File: src/rtl/uart_pkg.sv
// Shared types and constants for the UART receive path.
package uart_pkg;

    // Receiver frame states.
    typedef enum logic [2:0] {
        IDLE,
        START,
        DATA,
        STOP,
        BREAK
    } rx_state_e;

    // Shortest bit period the sampler can centre on.
    localparam int MIN_DIVIDER = 4;

    // Payload bits per 8N1 frame.
    localparam int DATA_BITS = 8;

endpackage

File: src/rtl/sync_fifo.sv
// Single-clock FIFO with a registered head output (0 when empty).
// A pop and a push in the same cycle both succeed when the FIFO is full;
// a pop while empty is ignored and there is no write-to-read bypass.
module sync_fifo
    import uart_pkg::*;
#(
    parameter int WIDTH = DATA_BITS,
    parameter int DEPTH = 4
) (
    input  logic                   clk,
    input  logic                   reset_n,
    input  logic                   push,
    input  logic                   pop,
    input  logic [WIDTH-1:0]       wdata,
    output logic                   full,
    output logic                   empty,
    output logic [$clog2(DEPTH):0] count,
    output logic [WIDTH-1:0]       head
);

    localparam int AW = $clog2(DEPTH);
    localparam int CW = $clog2(DEPTH) + 1;

    logic [WIDTH-1:0] mem_q [DEPTH];
    logic [AW-1:0]    wr_ptr_q, wr_ptr_d;
    logic [AW-1:0]    rd_ptr_q, rd_ptr_d;
    logic [AW-1:0]    rd_next;
    logic [CW-1:0]    count_q, count_d;
    logic [WIDTH-1:0] head_q, head_d;
    logic             do_push, do_pop;

    assign empty   = (count_q == '0);
    assign full    = (count_q == CW'(DEPTH));
    assign do_pop  = pop && !empty;
    assign do_push = push && (!full || do_pop);
    assign rd_next = rd_ptr_q + AW'(1);

    assign count = count_q;
    assign head  = head_q;

    // Pointer, occupancy and next-head computation.
    always_comb begin
        wr_ptr_d = wr_ptr_q;
        rd_ptr_d = rd_ptr_q;
        count_d  = count_q;
        head_d   = '0;

        if (do_push) begin
            wr_ptr_d = wr_ptr_q + AW'(1);
        end
        if (do_pop) begin
            rd_ptr_d = rd_next;
        end

        unique case ({do_push, do_pop})
            2'b10:   count_d = count_q + CW'(1);
            2'b01:   count_d = count_q - CW'(1);
            default: count_d = count_q;
        endcase

        // Head after this edge: next stored entry, the incoming byte, or 0.
        if (count_d == '0) begin
            head_d = '0;
        end else if (do_pop) begin
            head_d = (count_q >= CW'(2)) ? mem_q[rd_next] : wdata;
        end else if (empty) begin
            head_d = wdata;
        end else begin
            head_d = mem_q[rd_ptr_q];
        end
    end

    // Storage array; payload only, so it carries no reset.
    always_ff @(posedge clk) begin
        if (do_push) begin
            mem_q[wr_ptr_q] <= wdata;
        end
    end

    // Control state and registered head.
    always_ff @(posedge clk or negedge reset_n) begin
        if (!reset_n) begin
            wr_ptr_q <= '0;
            rd_ptr_q <= '0;
            count_q  <= '0;
            head_q   <= '0;
        end else begin
            wr_ptr_q <= wr_ptr_d;
            rd_ptr_q <= rd_ptr_d;
            count_q  <= count_d;
            head_q   <= head_d;
        end
    end

endmodule

File: src/rtl/uart_rx_fifo.sv
// 8N1 UART receiver (LSB first) with programmable clocks-per-bit and a
// small receive FIFO. Sample k of a frame (0 = start, 1..8 = data, 9 = stop)
// lands div/2 + k*div cycles after the start edge is seen on the
// synchronised line.
module uart_rx_fifo
    import uart_pkg::*;
#(
    parameter int FIFO_DEPTH = 4,
    parameter int DIV_WIDTH  = 16
) (
    input  logic                        clk,
    input  logic                        reset_n,
    input  logic [DIV_WIDTH-1:0]        divider,
    input  logic                        rx,
    input  logic                        rd_strobe,
    output logic [7:0]                  rd_data,
    output logic                        rd_valid,
    output logic [$clog2(FIFO_DEPTH):0] fifo_count,
    output logic                        framing_err,
    output logic                        overrun,
    input  logic                        clr_err,
    output logic                        busy
);

    localparam int BW = $clog2(DATA_BITS);

    logic                 sync1_q, rx_s_q;
    rx_state_e            state_q, state_d;
    logic [DIV_WIDTH-1:0] div_q, div_d;
    logic [DIV_WIDTH-1:0] cnt_q, cnt_d;
    logic [BW-1:0]        bit_idx_q, bit_idx_d;
    logic [7:0]           shift_q, shift_d;
    logic                 ferr_q, ferr_d;
    logic                 ovr_q, ovr_d;
    logic                 expire;
    logic                 push;
    logic                 set_ferr;
    logic                 fifo_full;
    logic                 fifo_empty;
    logic [DIV_WIDTH-1:0] div_in;

    // Saturate the requested bit period at the shortest usable value.
    function automatic logic [DIV_WIDTH-1:0] clamp_div(input logic [DIV_WIDTH-1:0] d);
        return (d < DIV_WIDTH'(MIN_DIVIDER)) ? DIV_WIDTH'(MIN_DIVIDER) : d;
    endfunction

    assign div_in = clamp_div(divider);
    assign expire = (cnt_q == DIV_WIDTH'(1));

    // Two-flop synchroniser; preset high so reset never looks like a start bit.
    always_ff @(posedge clk or negedge reset_n) begin
        if (!reset_n) begin
            sync1_q <= 1'b1;
            rx_s_q  <= 1'b1;
        end else begin
            sync1_q <= rx;
            rx_s_q  <= sync1_q;
        end
    end

    // Frame FSM, bit timer and sample decisions.
    always_comb begin
        state_d   = state_q;
        div_d     = div_q;
        cnt_d     = cnt_q;
        bit_idx_d = bit_idx_q;
        shift_d   = shift_q;
        push      = 1'b0;
        set_ferr  = 1'b0;

        unique case (state_q)
            IDLE: begin
                if (!rx_s_q) begin
                    state_d   = START;
                    div_d     = div_in;
                    cnt_d     = div_in >> 1;
                    bit_idx_d = '0;
                end
            end
            START: begin
                if (expire) begin
                    if (rx_s_q) begin
                        state_d = IDLE;
                    end else begin
                        state_d   = DATA;
                        cnt_d     = div_q;
                        bit_idx_d = '0;
                    end
                end else begin
                    cnt_d = cnt_q - DIV_WIDTH'(1);
                end
            end
            DATA: begin
                if (expire) begin
                    shift_d = {rx_s_q, shift_q[7:1]};
                    cnt_d   = div_q;
                    if (bit_idx_q == BW'(DATA_BITS - 1)) begin
                        state_d = STOP;
                    end else begin
                        bit_idx_d = bit_idx_q + BW'(1);
                    end
                end else begin
                    cnt_d = cnt_q - DIV_WIDTH'(1);
                end
            end
            STOP: begin
                if (expire) begin
                    if (rx_s_q) begin
                        push    = 1'b1;
                        state_d = IDLE;
                    end else begin
                        set_ferr = 1'b1;
                        state_d  = BREAK;
                    end
                end else begin
                    cnt_d = cnt_q - DIV_WIDTH'(1);
                end
            end
            BREAK: begin
                if (rx_s_q) begin
                    state_d = IDLE;
                end
            end
            default: state_d = IDLE;
        endcase
    end

    // Sticky error flags: a set event wins over a simultaneous clear.
    always_comb begin
        ferr_d = set_ferr | (ferr_q & ~clr_err);
        ovr_d  = (push & fifo_full & ~rd_strobe) | (ovr_q & ~clr_err);
    end

    // Control registers.
    always_ff @(posedge clk or negedge reset_n) begin
        if (!reset_n) begin
            state_q   <= IDLE;
            div_q     <= DIV_WIDTH'(MIN_DIVIDER);
            cnt_q     <= '0;
            bit_idx_q <= '0;
            ferr_q    <= 1'b0;
            ovr_q     <= 1'b0;
        end else begin
            state_q   <= state_d;
            div_q     <= div_d;
            cnt_q     <= cnt_d;
            bit_idx_q <= bit_idx_d;
            ferr_q    <= ferr_d;
            ovr_q     <= ovr_d;
        end
    end

    // Receive shift register; payload only, only pushed after a full frame.
    always_ff @(posedge clk) begin
        shift_q <= shift_d;
    end

    sync_fifo #(
        .WIDTH (DATA_BITS),
        .DEPTH (FIFO_DEPTH)
    ) u_fifo (
        .clk     (clk),
        .reset_n (reset_n),
        .push    (push),
        .pop     (rd_strobe),
        .wdata   (shift_q),
        .full    (fifo_full),
        .empty   (fifo_empty),
        .count   (fifo_count),
        .head    (rd_data)
    );

    assign rd_valid    = !fifo_empty;
    assign framing_err = ferr_q;
    assign overrun     = ovr_q;
    assign busy        = (state_q != IDLE);

endmodule

File: config.mk
export PLATFORM = sky130hd
export DESIGN_NAME = uart_rx_fifo
export DESIGN_NICKNAME = d
export VERILOG_FILES = /design/src/rtl/uart_pkg.sv /design/src/rtl/sync_fifo.sv /design/src/rtl/uart_rx_fifo.sv
export SDC_FILE = /design/constraint.sdc
export NUM_CORES = 1
export LEC_CHECK = 0
export CAP_MARGIN = 10
export CORE_UTILIZATION = 59
export DETAILED_ROUTE_END_ITERATION = 10
export GPL_TIMING_DRIVEN = 0
export HOLD_SLACK_MARGIN = 0.08
export PLACE_DENSITY_LB_ADDON = 0.08
export SYNTH_ARGS = -nofsm -noshare
export SYNTH_HDL_FRONTEND = slang
export SYNTH_HIERARCHICAL = 1
export SYNTH_SLANG_ARGS = --single-unit
File: constraint.sdc
create_clock -name clk -period 4.1 [get_ports clk]
set_input_delay 0.41 -clock clk [delete_from_list [all_inputs] [get_ports clk]]
set_output_delay 0.41 -clock clk [all_outputs]
set_load 0.005 [all_outputs]
* After elaboration in Yosys (flattened, before gate mapping)
Memory sizes are Yosys's and may differ from the RTL's.
Index checks and enable logic that the tools add are counted.
** Word-level totals
- Logic and storage cells :: 99
- Memories kept :: 1
- Output and inout bits :: 15
- Bits in writable memories :: 32
- Register bits :: 65
** Operators by class
- Multiplexer cells :: 34
- Bitwise logic cells :: 9
- Reduce and logical (&&, ||, !) cells :: 16
- $add $sub $neg :: 6
- Magnitude comparators :: 2
- Equal/unequal tests :: 18
** Memory list
- u_fifo.mem_q :: depth 4, width 8, read ports 2, clocked after memory_dff 0, wr ports 1, RTL line sync_fifo.sv:24 : logic [WIDTH-1:0] mem_q [DEPTH];
** Operators by type and width (count)
- 16-bit 2-to-1 mux :: 6
- 16-bit case mux with 4 select lines :: 1
- 3-bit 2-to-1 mux :: 11
- 8-bit 2-to-1 mux :: 4
- 16-bit by 1-bit equality test with 1-bit output, second input constant :: 1
- 16-bit by 3-bit less-than comparator with 1-bit output, second input constant :: 1
- 2-bit inequality test, second input constant :: 8
- 16-bit by 1-bit subtractor with 16-bit output, second input constant :: 1
- 3-bit case mux with 5 select lines :: 1
- 3-bit equality test, second input constant :: 3
- 3-bit logical NOT :: 3
- 3-bit case mux with 3 select lines :: 1
- 1-bit 2-to-1 mux :: 8
- 4-bit AND reduction :: 2
- 3-bit by 1-bit adder with 3-bit output, second input constant :: 2
- 3-bit by 2-bit equality test with 1-bit output, second input constant :: 2
- 3-bit case mux with 2 select lines :: 1
- 6-bit AND reduction :: 1
- 3-bit nonzero test :: 2
- 2-bit by 1-bit adder with 2-bit output, second input constant :: 2
- 1-bit AND :: 4
- 2-bit AND reduction :: 2
- 4-bit nonzero test :: 1
- 3-bit by 1-bit equality test with 1-bit output, second input constant :: 1
- other kinds (11) :: 16

* Depth between registers and ports, before layout
Gate-level depths: netlist (run 1).
- Depth after elaboration :: 9
- Mapped depth :: 12
- Gate-level depth less buffers :: 11

* Modules after synthesis
Netlist (run 1), hierarchy kept.
** Modules (own cells, without submodules)
- uart_rx_fifo :: area each 2716.4 um^2, seq. area each 1295.0 um^2, instances 1, cells an instance 248
- sync_fifo :: area each 2403.6 um^2, seq. area each 1336.3 um^2, instances 1, cells an instance 169

* Worst setup path before layout (run 1)
No wires, ideal clock.
- Path type :: register -> register
- Start :: register cnt_q[12]
- End :: register u_fifo.head_q[6] (netlist: u_fifo/head[6])
- Data arrival time :: 3.039 ns
- Path slack :: 0.908 ns
- Cell stages (with the launch flop) :: 13
- Cell sequence :: dfrtp_1 -> or4_4 -> buf_6 -> nor2_4 -> and3_1 -> and3_1 -> buf_1 -> or2_1 -> fa_1 -> and3b_1 -> a211oi_4 -> o31ai_4 -> a2111oi_2
** Between the ends
- Longest elaborated chain between the ends :: 8
- Elaborated cells on any way between the ends :: 9
- Those cells by class :: eq/ne: 3; mux: 4; reduce/logical: 2
** RTL lines
- start, declared :: RTL line uart_rx_fifo.sv:30 : logic [DIV_WIDTH-1:0] cnt_q, cnt_d;
- start signal, assigned :: RTL line uart_rx_fifo.sv:146 : cnt_q <= cnt_d;
- 16-bit by 1-bit equality test with 1-bit output (*) :: RTL line uart_rx_fifo.sv:48 : assign expire = (cnt_q == DIV_WIDTH'(1));
- 1-bit 2-to-1 mux (*) :: RTL line uart_rx_fifo.sv:107 : if (expire) begin
- 1-bit 2-to-1 mux (*) :: RTL line uart_rx_fifo.sv:71 : unique case (state_q)
- net push :: RTL line uart_rx_fifo.sv:36 : logic push;
- 1-bit logical AND (*) :: RTL line sync_fifo.sv:35 : assign do_push = push && (!full || do_pop);
- 2-bit by 1-bit equality test with 1-bit output / 2-bit equality test (equally long branches) :: RTL line sync_fifo.sv:55 : unique case ({do_push, do_pop})
- 3-bit case mux with 2 select lines (*) :: RTL line sync_fifo.sv:55
- 3-bit logical NOT (*) :: RTL line sync_fifo.sv:62 : if (count_d == '0) begin
- 8-bit 2-to-1 mux (*) :: RTL line sync_fifo.sv:62
- net u_fifo.head_d[6] :: RTL line sync_fifo.sv:29 : logic [WIDTH-1:0] head_q, head_d;
- end signal, assigned :: RTL line sync_fifo.sv:86 : head_q <= '0;
- end signal, assigned :: RTL line sync_fifo.sv:91 : head_q <= head_d;
- end, declared :: RTL line sync_fifo.sv:29
The timed path passes the listed nets; every way through them passes the cells marked *.
A chain may end at the register's enable or synchronous reset.

* Final worst setup path (run 1)
- Start :: register cnt_q[6]
- End :: register u_fifo.head_q[6] (netlist: u_fifo/head[6])
Same word-level chain as after synthesis.

==> impl_results.md, run 1 <==
* Max_cap viols at 0
* Outcome: finished, final reports clean
* Endpoints failing hold at 0
* Initial drt markers at roughly 360
* Fmax at ~260 MHz
* Post-Syn Area at 5120 um^2
* Global-route wire length before repair at 18300 um
* Die width at about 95 um
* Grt total ovfl at 0
* Final Max Slew Viols at 0
* Layout cells sized above 1 at between 15 and 20%
* Die extent in y at roughly 95 um
* Mapped Cells at around 420
* DP Cell Count at around 560
* Overall power at 2.96 mW
* Post-route ant nets at 0
* Post-CTS sizing at 0
* DR vias at between 3000 and 4000
* Antenna diodes at 0
* Final worst slack at approximately 0.26 ns
* P&R area growth vs syn at 13.8%
* Total nets after synthesis at approximately 450
* VDD IR max at approximately 0.25 mV
* Tcrit/Tclk final at 93.6%
* Non-filler instance count after layout at about 580
* Starting Density at roughly 62%
* RSZ-0062 raised after global routing: no
* Drt drc at 0
* Post-synth cell types at 76
* CTS tree: done
* Global Route Usage Sum at a little over a quarter
* Initial antenna violation count at 0
* Crit start category: flop
* Root buffer cell: clkbuf_8
* CP Capture Type: flop
* CTS buffer count at 9
* Hold WC Path Type: reg -> reg
* WL/cell at roughly 20 um
* Post-Place Worst Slack at 0.238 ns
* Clk sinks at 97
* WP data arrival at 4.08 ns
* Worst-path clk slew at approximately 0.10 ns
* Register bit total from synthesis at 97
* Fillcell total at approximately 600
* Ys async rst share at approximately 59%
* Final wirelength at 11400 um
* Kind of critical path: reg -> reg
* Setup Viol. Count Final at 0
* WP data required at 4.34 ns
* Placer Congestion at between 0.9 and 1
* # rows at 33
* Vias per Instance at around 6.5
* Rel. slew slack at a little over two fifths
* Nets at just under 500
* Leak Pwr at roughly 2.2 nW
* Largest net degree at the start of global routing at 36
* I/O Buffers at 35
* Commonest cells after routing, fill and taps aside: dfrtp_1, edfxtp_1, clkdlybuf4s50_1
* Top_reg_cell synth: dfrtp_1
* Die area at between 9000 and 10000 um^2
* YS warnings at 6
* Power Dens Cells at approximately 510 nW/um^2
* Post-layout util at roughly 70%
* Syn_area_per_cell at 12.3 um^2
* Clock Latency Late Sink at between 0.3 and 0.4 ns
* Sequential fraction of the synthesis area at between 50% and 60%
* Clk buf depth at 2
* Final clock skew at about 0.011 ns
* Slew @ Worst Pin at between 0.8 and 0.9 ns
* Number of synthesized flops with an enable pin at 40
* Crit Path Max Fanout at 10
* Min Tclk post-route at around 3.8 ns
* Post-DP HPWL at approximately 8100 um
* Vias in the first global route at approximately 3600
* Max H-tree Level at 3
* Setup TNS at 0 ns
* Pre-Repair DR Iteration Count at 5
* I/O pins at 36
* Core outline area at between 8000 and 9000 um^2
* Commonest non-fill, non-tap cell in the layout: dfrtp_1
[cell families (layout without fill, tap and decap cells)]
logic type	count (synthesis)	count (layout)	share of synthesized area (%)
AO/OA/AOI/OAI	110	110	16.6
XOR/XNOR	6	6	1.03
adder cells (fa/ha/maj)	9	9	2.35
buffers and inverters	44	98	4.59
flip-flops	97	97	51.4
multiplexers	41	41	10.8
AND/OR/NAND/NOR	110	110	13.3
[sequential cells by signal, summed over array words and instances (netlist names), 3 cells and up]
signal / flops
u_fifo/mem_q: 32
cnt_q: 16
div_q: 16
shift_q: 8
u_fifo/head: 8
bit_idx_q: 3
state_q: 3
u_fifo/count: 3
[timing repair]
item	in CTS	in global routing
setup buffers	0	1
endpoints found under the hold margin	21	0
endpoints found under the setup margin	0	8
hold buffers	1	0
[critical path, cell delays in order, from the launching register on]
cell and delay, ns:
dfrtp_1 0.44, or3_1 0.38, clkbuf_1 0.18, nor2_1 0.29, and3_1 0.33, and3_1 0.29, buf_1 0.40, or2_1 0.19
fa_1 0.30, nor2_1 0.08, a221oi_2 0.33, o31ai_4 0.12, buf_12 0.15, a2111oi_2 0.25
[Yosys cell counts, drive strengths merged, types with 3 or more instances]
cell type	n	share of area, %
dfrtp	54	26
edfxtp	40	23
o21ai	31	3.3
nor2	27	2.3
mux2	23	5.1
buf	19	2.8
inv	15	1.1
a22o	13	2.2
nand2	13	0.95
a21oi	12	1.2
a32oi	12	2.1
nand3	12	1.3
nor3	12	1.4
clkbuf	10	0.73
mux2i	10	2.0
ha	8	2.0
mux4	8	3.7
o31ai	8	1.4
a221oi	7	1.3
nor4	7	1.4
or2	5	0.66
or3	5	0.61
and2	4	0.49
nand4	4	0.49
nor2b	4	0.49
xnor2	4	0.68
a211oi	3	0.68
a31oi	3	0.37
and3	3	0.37
dfstp	3	1.5
nand2b	3	0.37
nor3b	3	0.64
o21a	3	0.44
o22ai	3	0.37
[layout make-up]
type,count,area [um^2],area share (%)
clock buffers,10,128,2.19
multi-input cells,276,2250,38.7
well taps,105,131,2.26
plain buffers,29,179,3.07
flip-flops and latches,97,2630,45.2
repair buffers,38,395,6.79
clock inverters,6,51.3,0.881
inverters,15,56.3,0.966
[per-layer routing]
layer,part of all wire [%],vias up,global-route usage [%]
met3,5.3,16,3.03
li1,-,1699,-
met1,47,1883,40.8
met4,1.4,0,10.9
met5,0,-,0
met2,47,148,41.0
[final timing paths]
path                                 startpoint                  endpoint  slack [ns]  cells past startpoint
min in group asynchronous               reset_n  u_fifo/head[0]$_DFF_PN0_        0.58                      2
max in group asynchronous               reset_n      div_q[2]$_DFFE_PN1P_        2.84                      3
setup reg to reg           cnt_q[6]$_DFFE_PN0P_  u_fifo/head[6]$_DFF_PN0_        0.26                     13
hold / removal                sync1_q$_DFF_PN1_          rx_s_q$_DFF_PN1_        0.38                      0
setup / recovery           cnt_q[6]$_DFFE_PN0P_  u_fifo/head[6]$_DFF_PN0_        0.26                     13
hold reg to reg               sync1_q$_DFF_PN1_          rx_s_q$_DFF_PN1_        0.38                      0
[report_power, final]
part | leakage [nW] | total, mW | internal, mW | switching [mW]
sequential | 1.05 | 1.24 | 1.14 | 0.104
clock | 0.0814 | 0.573 | 0.230 | 0.344
combinational | 1.04 | 1.15 | 0.577 | 0.572
total | 2.17 | 2.96 | 1.94 | 1.02
[stage by stage]
step | cell area [um^2] | hold slack, ns
after floorplan | 5120 | 0.114
after global placement | 5600 | 0.362
after detailed placement | 5620 | 0.364
after CTS | 5810 | 0.378
after global routing | 5830 | 0.384
final | 5830 | 0.376
Power figures use the tool's default switching activity.
==> inputs of run 2 (changes only) <==
--- a/config.mk
+++ b/config.mk
@@ -6,7 +6,8 @@
 export NUM_CORES = 1
 export LEC_CHECK = 0
 export CAP_MARGIN = 10
-export CORE_UTILIZATION = 59
+export CORE_ASPECT_RATIO = 1.2
+export CORE_UTILIZATION = 60
 export DETAILED_ROUTE_END_ITERATION = 10
 export GPL_TIMING_DRIVEN = 0
 export HOLD_SLACK_MARGIN = 0.08
==> constraint.sdc (replaced) <==
create_clock -name clk -period 4.55 [get_ports clk]
set_input_delay 0.455 -clock clk [delete_from_list [all_inputs] [get_ports clk]]
set_output_delay 0.455 -clock clk [all_outputs]
set_load 0.005 [all_outputs]
==> run 2 against run 1 <==
Net effect:
- design area grew 0.58%
- global-route usage shrank 0.69 points
- combinational power shrank 15%
- critical endpoint is now u_fifo/head[1]$_DFF_PN0_
- largest power group unchanged
- highest routed layer unchanged
==> impl_results.md, run 2 (synthesis gave the netlist of run 1 again) <==
* Final wirelength at roughly 11000 um
* Layout cells sized above 1 at 17.7%
* Vias per Instance at approximately 6
* Placed cell areas at between 5000 and 6000 um^2
* Tcrit/Tclk final at between 80 and 90%
* Placer Congestion at 0.963
* WP data required at approximately 4.8 ns
* Grt total ovfl at 0
* CTS buffer count at 9
* P&R area growth vs syn at 14.4%
* I/O Buffers at 35
* Final worst slack at approximately 0.68 ns
* Fin area at just under 6000 um^2
* CTS tree: done
* Die width at between 80 and 90 um
* Post-CTS setup buffers at 0
* Post-CTS Hold Buffers at 1
* I/O pins at 36
* Kind of critical path: reg -> reg
* Initial antenna violation count at 0
* Endpoints failing hold at 0
* Die area at ~9000 um^2
* Crit Path Max Fanout at 10
* Clock Latency Late Sink at around 0.38 ns
* Largest register FFs at 32
* Post-CTS sizing at 0
* Max H-tree Level at 3
* Hold WC Path Type: reg -> reg
* Pre-Repair DR Iteration Count at 4
* Crit start category: flop
* Drt drc at 0
* Worst-case hold slack at 0.349 ns
* Non-filler instance count after layout at about 580
* Slew @ Worst Pin at roughly 0.87 ns
* Worst-path clk slew at approximately 0.10 ns
* Power Dens Cells at between 400 and 500 nW/um^2
* Setup Viol. Count Final at 0
* Commonest non-fill, non-tap cell in the layout: dfrtp_1
* Commonest cells after routing, fill and taps aside: dfrtp_1, edfxtp_1, clkdlybuf4s50_1
* Clk sinks at 97
* DP Cell Count at between 500 and 600
* Global-route wire length before repair at roughly 18000 um
* Clk buf depth at 2
* Post-DP HPWL at between 7000 and 8000 um
* Max_cap viols at 0
* Setup TNS at 0 ns
* Largest net degree at the start of global routing at 40
* RSZ-0062 raised after global routing: no
* # rows at 36
* Antenna diodes at 0
* Regs by FF count: u_fifo/mem_q x32, cnt_q x16, div_q x16
* Initial drt markers at about 180
* Die extent in y at 103 um
* WP data arrival at 4.10 ns
* Largest Register: u_fifo/mem_q
* VDD IR max at approximately 0.18 mV
* Global Route Usage Sum at about a quarter
* Rel. slew slack at about two fifths
* Leak Pwr at between 2 and 2.5 nW
* Outcome: finished, final reports clean
* Vias in the first global route at about 3600
* WL/cell at about 18 um
* CP Capture Type: flop
* Fillcell total at about 620
* Post-Place Worst Slack at roughly 0.74 ns
* Final Max Slew Viols at 0
* Starting Density at roughly 62%
* Final clock skew at ~0.015 ns
* Min Tclk post-route at 3.87 ns
* Nets at slightly below 500
* Post-route ant nets at 0
* Core outline area at 8200 um^2
* Root buffer cell: clkbuf_8
* DR vias at ~3500
* Fmax at roughly 260 MHz
==> run 2: cell count changes in the layout (fill, tap and decap cells not counted), sizes merged <==
cell,delta
buf,-1
bufinv,+1
clkinv,+2
clkinvlp,-3
==> run 2: per-stage QoR <==
stage                     utilization, %  power, mW
final                               71.5       2.70
after global routing                71.5       2.87
after CTS                           71.5       2.72
after detailed placement            68.7       2.11
after global placement              68.5       2.09
after floorplan                        -       1.82
==> run 2: final timing paths <==
kind	end	cells after the start	from	slack [ns]
worst max register to register	u_fifo/head[1]$_DFF_PN0_	12	cnt_q[6]$_DFFE_PN0P_	0.68
worst min register to register	rx_s_q$_DFF_PN1_	0	sync1_q$_DFF_PN1_	0.35
min in group asynchronous	u_fifo/head[0]$_DFF_PN0_	2	reset_n	0.55
worst min-delay path	rx_s_q$_DFF_PN1_	0	sync1_q$_DFF_PN1_	0.35
max in group asynchronous	sync1_q$_DFF_PN1_	3	reset_n	3.35
worst max-delay path	u_fifo/head[1]$_DFF_PN0_	12	cnt_q[6]$_DFFE_PN0P_	0.68
==> run 2: worst max-delay path, stage by stage, from the launching register on <==
cell and delay, ns:
dfrtp_1 0.44, or3_1 0.38, clkbuf_1 0.19, nor2_1 0.31, and3_1 0.35, and3_1 0.30, buf_1 0.40, or2_1 0.19
fa_1 0.28, and3b_1 0.28, a211oi_4 0.07, o31ai_4 0.45, a21oi_1 0.09
==> run 2: area by class of cell <==
cell class	count	area (um^2)	share of cell area (%)
Timing Repair Buffer	37	375	6.41
Inverter	15	56.3	0.961
Clock buffer	10	138	2.35
Clock inverter	6	83.8	1.43
Sequential cell	97	2630	44.9
Tap cell	114	143	2.43
Multi-Input combinational cell	276	2250	38.5
Buffer	29	179	3.05
==> run 2: power by group <==
part	switching, mW	total (mW)	internal (mW)
registers	0.0909	1.12	1.03
logic	0.483	0.975	0.492
clock network	0.326	0.608	0.282
total	0.899	2.70	1.80
==> run 2: layer usage <==
metal	up-vias	track usage (%)	routed length, um
met5	-	0	0
li1	1695	-	-
met4	0	12.8	175
met1	1718	32.3	4400
met3	14	4.84	363
met2	106	46.5	5600
